$ cat src/rtl/contra_scroll_tile_mapper.sv
// Tile-map background renderer with wrapping horizontal scroll and a 4-stage ROM lookup pipeline.
// Optional per-tile mirroring is enabled by defining CONTRA_MAP_FLIP_EN.
module contra_scroll_tile_mapper #(
    parameter int SCALE       = 2,
    parameter int TILE_W      = 16,
    parameter int TILE_H      = 16,
    parameter int MAP_COLS    = 64,
    parameter int MAP_ROWS    = 15,
    parameter int TILE_IDX_W  = 6,
    parameter int COLOR_IDX_W = 5,
    parameter int STEP_W      = 4
) (
    input  logic                                          vga_clk,
    input  logic                                          reset,
    input  logic [9:0]                                    DrawX,
    input  logic [9:0]                                    DrawY,
    input  logic                                          blank,
    input  logic                                          frame_start,
    input  logic                                          scroll_wr,
    input  logic [$clog2(MAP_COLS*TILE_W)-1:0]            scroll_in,
    input  logic                                          auto_en,
    input  logic [STEP_W-1:0]                             auto_step,
    output logic [$clog2(MAP_COLS*MAP_ROWS)-1:0]          map_addr,
`ifdef CONTRA_MAP_FLIP_EN
    input  logic [TILE_IDX_W+1:0]                         map_q,
`else
    input  logic [TILE_IDX_W-1:0]                         map_q,
`endif
    output logic [TILE_IDX_W+$clog2(TILE_W*TILE_H)-1:0]   pix_addr,
    input  logic [COLOR_IDX_W-1:0]                        pix_q,
    output logic [COLOR_IDX_W-1:0]                        pal_index,
    input  logic [3:0]                                    pal_r,
    input  logic [3:0]                                    pal_g,
    input  logic [3:0]                                    pal_b,
    output logic [3:0]                                    red,
    output logic [3:0]                                    green,
    output logic [3:0]                                    blue,
    output logic [$clog2(MAP_COLS*TILE_W)-1:0]            scroll_cur
);

    localparam int SX_W = $clog2(MAP_COLS*TILE_W);
    localparam int MA_W = $clog2(MAP_COLS*MAP_ROWS);
    localparam int SC_B = $clog2(SCALE);
    localparam int TW_B = $clog2(TILE_W);
    localparam int TH_B = $clog2(TILE_H);

    typedef enum logic {IDLE, PENDING} scroll_state_t;

    scroll_state_t   state, state_n;
    logic [SX_W-1:0] shadow, shadow_n, scroll_n;

    always_ff @(posedge vga_clk) begin
        if (reset) begin
            state      <= IDLE;
            shadow     <= '0;
            scroll_cur <= '0;
        end else begin
            state      <= state_n;
            shadow     <= shadow_n;
            scroll_cur <= scroll_n;
        end
    end

    // A write coinciding with frame_start bypasses the shadow and takes effect at once.
    always_comb begin
        state_n  = state;
        shadow_n = shadow;
        scroll_n = scroll_cur;
        if (scroll_wr && frame_start) begin
            scroll_n = scroll_in;
            state_n  = IDLE;
        end else if (scroll_wr) begin
            shadow_n = scroll_in;
            state_n  = PENDING;
        end else if (frame_start) begin
            if (state == PENDING) begin
                scroll_n = shadow;
                state_n  = IDLE;
            end else if (auto_en) begin
                scroll_n = scroll_cur + SX_W'(auto_step);
            end
        end
    end

    logic [9:0]      tx, ty;
    logic [SX_W-1:0] tx_w;
    logic [MA_W-1:0] map_addr_c;

    always_comb begin
        tx         = DrawX >> SC_B;
        ty         = DrawY >> SC_B;
        tx_w       = SX_W'(tx) + scroll_cur;
        map_addr_c = MA_W'((32'(ty) >> TH_B) * MAP_COLS + 32'(tx_w >> TW_B));
    end

    logic [TW_B-1:0]       sub_x1, sx_c;
    logic [TH_B-1:0]       sub_y1, sy_c;
    logic [TILE_IDX_W-1:0] idx_c;
    logic                  blank1, blank2, blank3;

    always_comb begin
        idx_c = map_q[TILE_IDX_W-1:0];
        sx_c  = sub_x1;
        sy_c  = sub_y1;
`ifdef CONTRA_MAP_FLIP_EN
        if (map_q[TILE_IDX_W])
            sx_c = TW_B'(TILE_W-1) - sub_x1;
        if (map_q[TILE_IDX_W+1])
            sy_c = TH_B'(TILE_H-1) - sub_y1;
`endif
    end

    always_ff @(posedge vga_clk) begin
        if (reset) begin
            map_addr  <= '0;
            sub_x1    <= '0;
            sub_y1    <= '0;
            blank1    <= 1'b0;
            pix_addr  <= '0;
            blank2    <= 1'b0;
            pal_index <= '0;
            blank3    <= 1'b0;
            red       <= '0;
            green     <= '0;
            blue      <= '0;
        end else begin
            map_addr  <= map_addr_c;
            sub_x1    <= tx_w[TW_B-1:0];
            sub_y1    <= ty[TH_B-1:0];
            blank1    <= blank;
            pix_addr  <= {idx_c, sy_c, sx_c};
            blank2    <= blank1;
            pal_index <= pix_q;
            blank3    <= blank2;
            red       <= blank3 ? pal_r : '0;
            green     <= blank3 ? pal_g : '0;
            blue      <= blank3 ? pal_b : '0;
        end
    end

endmodule

$ cat config.mk
export PLATFORM = sky130hd
export DESIGN_NAME = contra_scroll_tile_mapper
export DESIGN_NICKNAME = d
export VERILOG_FILES = /design/src/rtl/contra_scroll_tile_mapper.sv
export SDC_FILE = /design/constraint.sdc
export NUM_CORES = 1
export LEC_CHECK = 0
export BUFFER_PORTS_ARGS = -buffer_cell sky130_fd_sc_hd__buf_2
export CAP_MARGIN = 20
export CELL_PAD_IN_SITES_DETAIL_PLACEMENT = 0
export CELL_PAD_IN_SITES_GLOBAL_PLACEMENT = 1
export CORE_ASPECT_RATIO = 0.75
export CORE_UTILIZATION = 32
export DETAILED_ROUTE_END_ITERATION = 10
export GPL_ROUTABILITY_DRIVEN = 0
export PLACE_DENSITY = 0.84
export SYNTH_ARGS = -nofsm -noshare
export SYNTH_HDL_FRONTEND = slang
export SYNTH_SLANG_ARGS = --single-unit
$ cat constraint.sdc
create_clock -name vga_clk -period 2.3 [get_ports vga_clk]
set_input_delay 0.46 -clock vga_clk [delete_from_list [all_inputs] [get_ports vga_clk]]
set_output_delay 0.46 -clock vga_clk [all_outputs]
set_load 0.02 [all_outputs]
==> results.cfg <==
[detailed_routing]
avgViaCountPerCell = 4.703
route.detailed.wl_per_inst_um = 12.92
count_of_vias_placed_by_the_detailed_router = 2530
drt-pass1-iter-count = 4
routed_wl_mm = 6.953
detail_route.drc_violations = 0
detail-route-antenna-nets = 0
drtIter0Drc = 148

[logic_synthesis]
mappedNetlistNets = 385
part_of_the_yosys_area_used_for_sequential_elements_pct = 49.87
synth_cells = 307
fraction_of_registers_with_async_set_reset_pct = 0
synth.lib_cells_used.distinct = 42
synth_flop_cell = dfxtp_1
post_synth.cell_area_avg_um2 = 9.545
netlist_area_um2 = 2930
synth_edf_count = 0
synth-seq-cells = 73
yosys_warnings = 0

[critical_path]
criticalPathCategory = reg2reg
endpoint = map_addr[4]
worst_ep_required_time_ns = 2.52
arrival_ns = 2.39
crit_fanout = 2
rr_worst_depth = 8
setup.reg_to_reg.worst_slack_ns = 0.12
worst_flop_to_flop_path_endpoint = map_addr[4]
setup.worst_path.start_class = flip-flop
critical_path.reg2reg.startpoint = scroll_cur[0]
worst_setup_path_startpoint = scroll_cur[0]
setup.worst_path.end_class = flip-flop

[floorplan]
design.core.area_um2 = 8672
top_level_ports = 114
floorplan.die_area_um2 = 9548
dieHeight_um = 84.88
core.rowCount = 29
floorplan.initialDensity_pct = 33.79
chipWidth_um = 112.5

[grt]
grt_max_degree = 38
antenna_found_initial = 0
grt_pass1_wl_mm = 11.30
global_route.overflow_total = 0
total_routing_usage_reported_by_global_routing_pct = 15.18
grt_pass1_vias = 2450

[timing]
final.min_clock_period_ns = 2.177
tns_ns = 0
relSlewSlack_pct = 58.78
post-route-period-util_pct = 94.63
max_freq_mhz = 459.5
fin_worst_skew_ns = 0.005489
timing_max_transition_violations_final = 0
setup_slack_ns = 0.1235
rsz0062_at_grt = no
setup_violations = 0
holdWs_ns = 0.3252
hold_viol = 0
worstMarginPinSlew_ns = 0.6170

[clock_tree]
clkSinkCount = 73
hold_buffers = 0
clkLatencyLatePin_ns = 0.33
post_cts.resized_instances = 0
cts.root.buffer_cell = clkbuf_16
tritoncts_clock_tree = built
cts_made_buffers = 9
cts.htree.levels = 3
clkTransAtPathRegs_ns = 0.06
cts-root-to-sink-buffers = 2
cts_setup_buffers = 0

[finish]
syn_to_final_growth_pct = 34.88
mostFrequentLayoutCell = buf_2
antenna-diode-count = 0
post_layout_nonfiller_instances = 538
final_nets = 503
final_cell_mix = buf_2, dfxtp_1, nor2b_1
post-route-cell-area_um2 = 3953
fraction_of_final_layout_cells_sized_beyond_drive_strength_1_pct = 33.72
final_util_pct = 45.58

[pwr]
power-per-cell-area_nw_per_um2 = 815.3
peakVddDrop_uv = 424.5
totalPowerFinal_mw = 3.223
total_leakage_power_nw = 1.850

[outcome]
outcome = complete, no violations

[placed_design]
post_dp_cell_area_um2 = 3645
placed_cells_incl_taps = 522
hpwl_mm = 5.169
io_buffer_count = 110
post_place_setup_slack_ns = -0.1376

[hold_path]
hold_crit_path_type = in2reg

[run]
drv_cap = 0
[worst min path at each step]
stage               startpoint  cells after the start          end
global placement     sub_y1[2]                      1  pix_addr[6]
CTS                   pal_b[3]                      2      blue[3]
global route          pal_r[2]                      2       red[2]
floorplan               blank1                      1       blank2
detailed placement   sub_x1[3]                      1  pix_addr[3]
finish                pal_b[3]                      2      blue[3]
[power by group]
part / switching (mW) / internal [mW] / total [mW]
Clock: 0.547 / 0.848 / 1.40
Combinational: 0.254 / 0.204 / 0.458
Sequential: 0.0334 / 1.34 / 1.37
[per-layer routing]
metal  global-route usage [%]  part of all wire [%]  wire length [um]
met1                    19.06                    49              3402
met4                    4.121                  0.76                53
met2                    23.09                    42              2888
met5                        0                     0                 0
met3                    7.571                   8.7               608
[worst max-delay path: stages (launching register included)]
cell and delay [ns]:
dfxtp_1 0.32, ha_1 0.20, inv_1 0.07, fa_2 0.22
nor2b_4 0.05, o31a_1 0.24, or4_1 0.42, a31oi_1 0.21
mux2_1 0.33
[cell families after synthesis]
| group | count (synthesis) | share of synthesized area (%) |
|---|---|---|
| AO/OA/AOI/OAI | 62 | 13.75 |
| XOR/XNOR | 7 | 2.092 |
| adder cells (fa/ha/maj) | 15 | 6.917 |
| AND/OR/NAND/NOR | 125 | 22.93 |
| buffers and inverters | 20 | 2.605 |
| flip-flops | 73 | 49.87 |
| multiplexers | 5 | 1.836 |
[final cells by class]
cell class / instances / area [um2]
Sequential cell: 73 / 1461
Inverter: 6 / 22.52
Fill cell: 852 / 4720
Clock buffer: 9 / 225.2
Multi-Input combinational cell: 214 / 1400
Tap cell: 108 / 135.1
Timing Repair Buffer: 121 / 633.1
Clock inverter: 7 / 75.07
[cells in the mapped netlist (all sizes together), types with 2 or more instances]
cell type	instances	area, um2
dfxtp	73	1461
nor2b	40	260.3
nand2	30	112.6
a21oi	23	115.1
nor2	17	63.81
and2	13	81.33
clkbuf	13	48.80
ha	13	162.7
o21ai	8	40.04
inv	6	22.52
nand3	6	30.03
nor3	6	30.03
a211oi	5	37.54
a31oi	5	31.28
o21a	5	37.54
a221oi	4	35.03
nand2b	4	25.02
xnor2	4	35.03
mux2	3	33.78
nor3b	3	22.52
o31a	3	26.28
xor2	3	26.28
a21o	2	15.01
fa	2	40.04
mux2i	2	20.02
[registers in the layout, indices dropped and copies added, names as in the netlist]
name        count
blank1          1
blank2          1
blank3          1
blue            4
green           4
map_addr       10
pal_index       5
pix_addr       14
red             4
scroll_cur     10
shadow         10
state           1
sub_x1          4
sub_y1          4
(Power assumes the default switching activity.)
